### config.mk
export PLATFORM = sky130hd
export DESIGN_NAME = symbol_sequencer
export DESIGN_NICKNAME = d
export VERILOG_FILES = /design/src/rtl/symbol_sequencer_pkg.sv /design/src/rtl/MUX814.sv /design/src/rtl/symbol_sequencer.sv
export SDC_FILE = /design/constraint.sdc
export NUM_CORES = 1
export LEC_CHECK = 0
export BUFFER_PORTS_ARGS = -buffer_cell sky130_fd_sc_hd__buf_2
export CAP_MARGIN = 20
export CORE_MARGIN = 3
export CORE_UTILIZATION = 56
export CTS_CLUSTER_SIZE = 28
export DETAILED_ROUTE_END_ITERATION = 12
export GPL_TIMING_DRIVEN = 0
export PLACE_DENSITY = 0.84
export SYNTH_ARGS = -nofsm -noshare
export SYNTH_HDL_FRONTEND = slang
export SYNTH_SLANG_ARGS = --single-unit
### constraint.sdc
create_clock -name clk -period 3.2 [get_ports clk]
set_clock_uncertainty 0.1 [all_clocks]
set_input_delay 0.16 -clock clk [delete_from_list [all_inputs] [get_ports clk]]
set_output_delay 0.16 -clock clk [all_outputs]
set_load 0.02 [all_outputs]
### src/rtl/symbol_sequencer_pkg.sv
// symbol_sequencer_pkg: shared types and sizes for the symbol sequencer.
//   state_t  : sequencer FSM states (IDLE, SEND)
//   SYM_W    : bits per symbol
//   SYMS     : symbols packed in one word
//   SEL_W    : width of the symbol select index
//   WORD_W   : width of a packed word
package symbol_sequencer_pkg;

    typedef enum logic {IDLE, SEND} state_t;

    localparam int SYM_W  = 4;
    localparam int SYMS   = 8;
    localparam int SEL_W  = 3;
    localparam int WORD_W = SYM_W * SYMS;

endpackage

### src/rtl/MUX814.sv
// MUX814: selects one 4-bit symbol out of a 32-bit word.
//   inData  : eight packed symbols, symbol k = bits 4k+3:4k
//   inSel   : index of the symbol to pass through
//   outData : selected symbol
module MUX814
    import symbol_sequencer_pkg::*;
(
    input  logic [WORD_W-1:0] inData,
    input  logic [SEL_W-1:0]  inSel,
    output logic [SYM_W-1:0]  outData
);

    assign outData = inData[inSel*SYM_W +: SYM_W];

endmodule

### src/rtl/symbol_sequencer.sv
// symbol_sequencer: accepts a packed word of 4-bit symbols and streams
// inCount+1 of them out one per handshake, LSB or MSB nibble first.
//   clk, rst      : clock, asynchronous active-high reset
//   inWord        : eight packed 4-bit symbols
//   inCount       : symbols to send minus one
//   inWordValid   : upstream offers a word
//   outWordReady  : word accepted this cycle when valid
//   outSym        : current symbol
//   outSymValid   : outSym valid
//   inSymReady    : downstream accepts outSym
//   outSel        : nibble index driving the mux
//   inFlush       : synchronous abort of the word in progress
//   outWordDone   : pulse the cycle after the last symbol is accepted
//   outBusy       : a word is held
module symbol_sequencer
    import symbol_sequencer_pkg::*;
#(
    parameter logic LSB_FIRST = 1'b1
) (
    input  logic              clk,
    input  logic              rst,
    input  logic [WORD_W-1:0] inWord,
    input  logic [SEL_W-1:0]  inCount,
    input  logic              inWordValid,
    output logic              outWordReady,
    output logic [SYM_W-1:0]  outSym,
    output logic              outSymValid,
    input  logic              inSymReady,
    output logic [SEL_W-1:0]  outSel,
    input  logic              inFlush,
    output logic              outWordDone,
    output logic              outBusy
);

    state_t            state, state_nxt;
    logic [WORD_W-1:0] word_q;
    logic [SEL_W-1:0]  count_q, sel_q, sel_nxt, start_sel, last_sel;
    logic              done_q, sym_xfer, last_xfer, word_xfer;

    assign start_sel = LSB_FIRST ? '0 : SEL_W'(SYMS - 1);
    // Send order position inCount maps to a nibble index from the far end when MSB first.
    assign last_sel  = LSB_FIRST ? count_q : SEL_W'(SYMS - 1) - count_q;

    always_ff @(posedge clk or posedge rst) begin
        if (rst) begin
            state   <= IDLE;
            word_q  <= '0;
            count_q <= '0;
            sel_q   <= '0;
            done_q  <= 1'b0;
        end else begin
            state  <= state_nxt;
            sel_q  <= sel_nxt;
            done_q <= last_xfer && !inFlush;
            if (word_xfer) begin
                word_q  <= inWord;
                count_q <= inCount;
            end
        end
    end

    always_comb begin
        outSymValid  = (state == SEND);
        outBusy      = (state == SEND);
        sym_xfer     = outSymValid && inSymReady;
        last_xfer    = sym_xfer && (sel_q == last_sel);
        // Ready in SEND only as the last symbol leaves, so the next word follows back-to-back.
        outWordReady = !inFlush && (state == IDLE || last_xfer);
        word_xfer    = inWordValid && outWordReady;
        state_nxt    = inFlush ? IDLE : word_xfer ? SEND : last_xfer ? IDLE : state;
        sel_nxt      = inFlush ? '0 :
                       word_xfer ? start_sel :
                       (sym_xfer && !last_xfer) ? (LSB_FIRST ? sel_q + 1'b1 : sel_q - 1'b1) :
                       sel_q;
    end

    assign outSel      = sel_q;
    assign outWordDone = done_q;

    MUX814 u_mux (
        .inData (word_q),
        .inSel  (sel_q),
        .outData(outSym)
    );

endmodule
Word level (Yosys, flattened, before mapping)
Cells that the tools add are included.
Widths: inputs -> output; s select.
Word-level totals
  bits in registers: 40
  input port bits: 40
  output and inout bits: 11
  word-level logic and storage cells: 26
Operators by class
  $add $sub $neg: 1
  eq/ne operators: 1
  shift operators: 1
  mux-type cells: 6
  bitwise gates (word level): 1
  reductions and logical operators: 11
Operators by type and width (number)
  $shiftx 32x6->4: 1
  $mux 3: 3
  $logic_and 1x1->1: 6
  $reduce_bool 3->1: 2
  $add 3x1->3 const B: 1
  $eq 3x3->1: 1
  $mux 1: 3
  $logic_not 1->1: 2
  $logic_or 1x1->1: 1
  $not 1->1: 1

Depth between registers and ports, before layout
  word-level depth: 7
  depth in mapped cells: 7
  depth with buffers taken out: 4

Cells and area by module
From an unflattened synthesis, not the netlist that was laid out.
Unflattened totals
  cells, all modules: 120
  area total of the unflattened synthesis: 1884.3 um2
By module, submodules not included
  symbol_sequencer: times used 1, cells each 106, area an instance 1614.0 um2, sequential area each 1001.0 um2
  MUX814: times used 1, cells each 14, area an instance 270.3 um2, sequential area each 0.0 um2

Least setup slack after synthesis
OpenSTA, ideal clock, no wires.
  path kind: flip-flop to flip-flop
  from: register sel_q[1] (netlist: outSel[1])
  to: register count_q[0]
  setup time: 0.127 ns
  arrival: 1.836 ns
  required time: 2.973 ns
  path slack: 1.136 ns
  stages on the path, launching flop included: 8
  path buffers: 3
  clock period less this slack: 2.064 ns
  path through: dfrtp_1 buf_4 xnor2_2 a41oi_2 nor3b_2 buf_6 buf_6 mux2_1
On the way
  longest elaborated chain between the ends: 5
Ends and longest elaborated chain
  start: declaration: line symbol_sequencer.sv:37  | logic [SEL_W-1:0] count_q, sel_q, sel_nxt, start_sel, last_sel;
  start signal: assignment: line symbol_sequencer.sv:53  | sel_q <= sel_nxt;
  $eq 3x3->1: line symbol_sequencer.sv:66  | last_xfer = sym_xfer && (sel_q == last_sel);
  $logic_and 1x1->1: line symbol_sequencer.sv:66
  $logic_or 1x1->1: line symbol_sequencer.sv:68  | outWordReady = !inFlush && (state == IDLE || last_xfer);
  $logic_and 1x1->1: line symbol_sequencer.sv:68
  $logic_and 1x1->1: line symbol_sequencer.sv:69  | word_xfer = inWordValid && outWordReady;
  end signal: assignment: line symbol_sequencer.sv:57  | count_q <= inCount;
  end: declaration: line symbol_sequencer.sv:37
Every way passes these cells.
A chain may end at the register's enable or synchronous reset.

Final worst setup path
  from: register sel_q[1] (netlist: outSel[1])
  to: output port outSym[2]
On the way
  longest elaborated chain between the ends: 1
Ends and longest elaborated chain
  $shiftx 32x6->4: line MUX814.sv:13  | assign outData = inData[inSel*SYM_W +: SYM_W];
  end: declaration: line symbol_sequencer.sv:26  | output logic [SYM_W-1:0] outSym,
Every way passes these cells.

==> reports/qor.csv <==
metric,value,unit
"Avg Cell Area, Syn",15.6,um^2
Final nets,259,
Net Switching,0.343,mW
"Reg clk slew, reported paths",0.12,ns
GRT overflow,0,
share of cells above drive strength 1,37.6,%
"Req. time, crit path",2.94,ns
antenna cell count,0,
Syn. warnings,0,
leakage,1.19,nW
# fillers,160,
pwr dens,458,nW/um^2
post-cts sizing count,0,
worst slew pin tran,0.800,ns
clock share of power,19.7,%
Total GRT Usage,22.8,%
"most common cell after layout, fill and taps aside",buf_2,
die width,64.1,um
Max Root-Sink Buffers,2,
CTS tree,yes,
Worst path top cell family by delay,multiplexers,
Switching Share,28.3,%
headroom to the max-slew limit,46.6,%
Worst Setup SP,outSel[1],
worst-path fanout max,10,
arrival time worst endpoint,1.96,ns
Tightest Hold Check Type,in -> async,
Mapped Nets,162,
vias in the first global route,1504,
clk_lat worst skew,0.36,ns
post-synthesis sequential area ratio,52.9,%
Synth top area share,52.9,%
1st-pass router iterations,4,
fin cells,262,
Syn-to-layout area delta,39.8,%
port bufs,50,
Clk Tree Root Cell,clkbuf_4,
DPL Wire Length,2710,um
area of the multi-input gates,810,um^2
max_cap viols,0,
CP startpoint kind,flip-flop,
io pins,51,
Post-route DRC,0,
internal power,0.868,mW
initial drt markers,53,
Post-Place Cell Area,2200,um^2
Placer Congestion,0.798,
Synth Cell Area,1890,um^2
"final std cell area, no fill",2640,um^2
Crit path buffers/inverters,2,
CP Class,reg -> out,
Final Hold Viols,0,
drt wl/cell,16.0,um
final wirelength,4200,um
Slew Limit Fails,0,
Vias,1373,
Finish-stage setup viols,0,
Sum Neg Setup Slack,0,ns
status,"finished, final reports clean",
placed instance count,215,
die height,64.1,um
"FF+latch count, synth",40,
Num CTS Buffers,5,
"area leader, netlist",dfrtp_1,
Max Fclk,450,MHz
Combinational Power Share,25.9,%
pin count of the biggest net entering global routing,41,
Clock Sink Count,40,
Worst path max stage delay,0.53,ns
Synth area leaders,"dfrtp_1 (53%), mux2_1 (21%), mux4_2 (9.5%), xnor2_2 (2.6%), buf_6 (2.4%)",
post-layout minimum cycle time,2.22,ns
Die Area,4110,um^2
core area,3130,um^2
Vias per Instance,5.24,
Yosys cell types,23,
H-tree depth,2,
RSZ-0062 raised after global routing,no,
VDD IR-drop max,312,uV
initial core utilization,60.4,%
Synth Instances,121,
first-pass GRT wire length,7020,um
Sequential Power Share,54.4,%
std cell rows,20,
post-route ant nets,0,
Reg-to-Reg Start,outSel[1],
initial antenna violation count,0,
Worst path slowest cell,mux4_2,
Register Area,1000,um^2
R2R Setup Slk,1.00,ns
Final Cycle Share,69.5,%
crit path capture type,primary output,
worst-path cell chain,"buf_4, mux4_2, mux2_2, buf_2",
most frequent cells in the layout,"buf_2 (51), dfrtp_1 (40), dlygate4sd3_1 (40), mux2_1 (35), mux4_2 (8)",
==> cell usage after synthesis <==
library cell,count
nor2_1,3
xnor2_2,3
buf_2,1
nor3b_2,1
mux4_2,8
a41oi_2,1
ha_1,1
xnor2_1,1
buf_4,3
nand3_1,2
a311oi_1,1
mux2i_1,1
nand2_1,3
mux2_2,4
inv_1,2
dfrtp_1,40
or3_1,1
and2_1,1
mux2_1,35
and3_1,1
buf_6,4
nor3_1,3
a31oi_1,1
==> final timing paths <==
kind | to | depth (start not counted)
min in group clk | word_q[15] | 1
setup / recovery | outSym[2] | 4
hold / removal | word_q[22] | 3
max in group asynchronous | word_q[28] | 3
hold reg to reg | word_q[15] | 1
setup reg to reg | word_q[4] | 7
==> sequential cells by signal, summed over array words and instances, names as in the netlist <==
register	count
word_q	32
count_q	3
outSel	3
outBusy	1
outWordDone	1
==> tightest hold or removal path: stages <==
cell	delay, ns
dlygate4sd3_1	0.53
buf_2	0.12
inv_2	0.57
==> repair_timing <==
| action | 4_1_cts | 5_1_grt |
|---|---|---|
| setup buffers | 0 | 0 |
| hold endpoints to repair | 80 | 0 |
| hold buffers | 40 | 0 |
==> final cells by class <==
| type | instances | area share [%] |
|---|---|---|
| sequential | 40 | 37.9 |
| inverter | 2 | 0.284 |
| clock inverter | 1 | 0.189 |
| buffer | 8 | 2.75 |
| multi-input combinational | 71 | 30.6 |
| timing repair buffer | 90 | 24.6 |
| clock buffer | 6 | 1.56 |
| tap | 44 | 2.08 |
==> kinds of logic (layout without fill, tap and decap cells) <==
group | count (synthesis) | count (layout) | synth area share [%]
multiplexers | 48 | 48 | 33.3
flip-flops | 40 | 40 | 52.9
AND/OR/NAND/NOR | 15 | 15 | 4.17
buffers and inverters | 10 | 107 | 4.24
XOR/XNOR | 4 | 4 | 3.04
AO/OA/AOI/OAI | 3 | 3 | 1.66
adder cells (fa/ha/maj) | 1 | 1 | 0.662
==> power by group through the flow <==
stage / Clock (mW) / Sequential [mW] / Combinational, mW
2_1_floorplan: 0 / 0.648 / 0.201
3_3_place_gp: 0 / 0.655 / 0.264
3_5_place_dp: 0 / 0.665 / 0.276
4_1_cts: 0.245 / 0.655 / 0.314
5_1_grt: 0.267 / 0.671 / 0.340
6_report: 0.238 / 0.659 / 0.314
==> per-stage QoR <==
step | setup slack, ns | total power [mW] | util [%] | hold slack (ns)
after global placement | 1.07 | 0.920 | 70.2 | 0.276
after global routing | 0.869 | 1.28 | 84.5 | 0.419
final | 0.978 | 1.21 | 84.5 | 0.390
after CTS | 0.970 | 1.21 | 84.5 | 0.397
after detailed placement | 1.04 | 0.941 | 70.2 | 0.263
after floorplan | 1.14 | 0.849 | - | 0.126
==> layer usage <==
layer	wire length (um)	track usage, %	up-vias	share of wire, %
li1	-	-	639	-
met1	1630	26.7	683	39
met2	2280	40.0	41	54
met3	221	7.21	10	5.3
met4	67	6.86	0	1.6
met5	0	0	-	0
No activity file was read; power rests on OpenSTA's default activity.
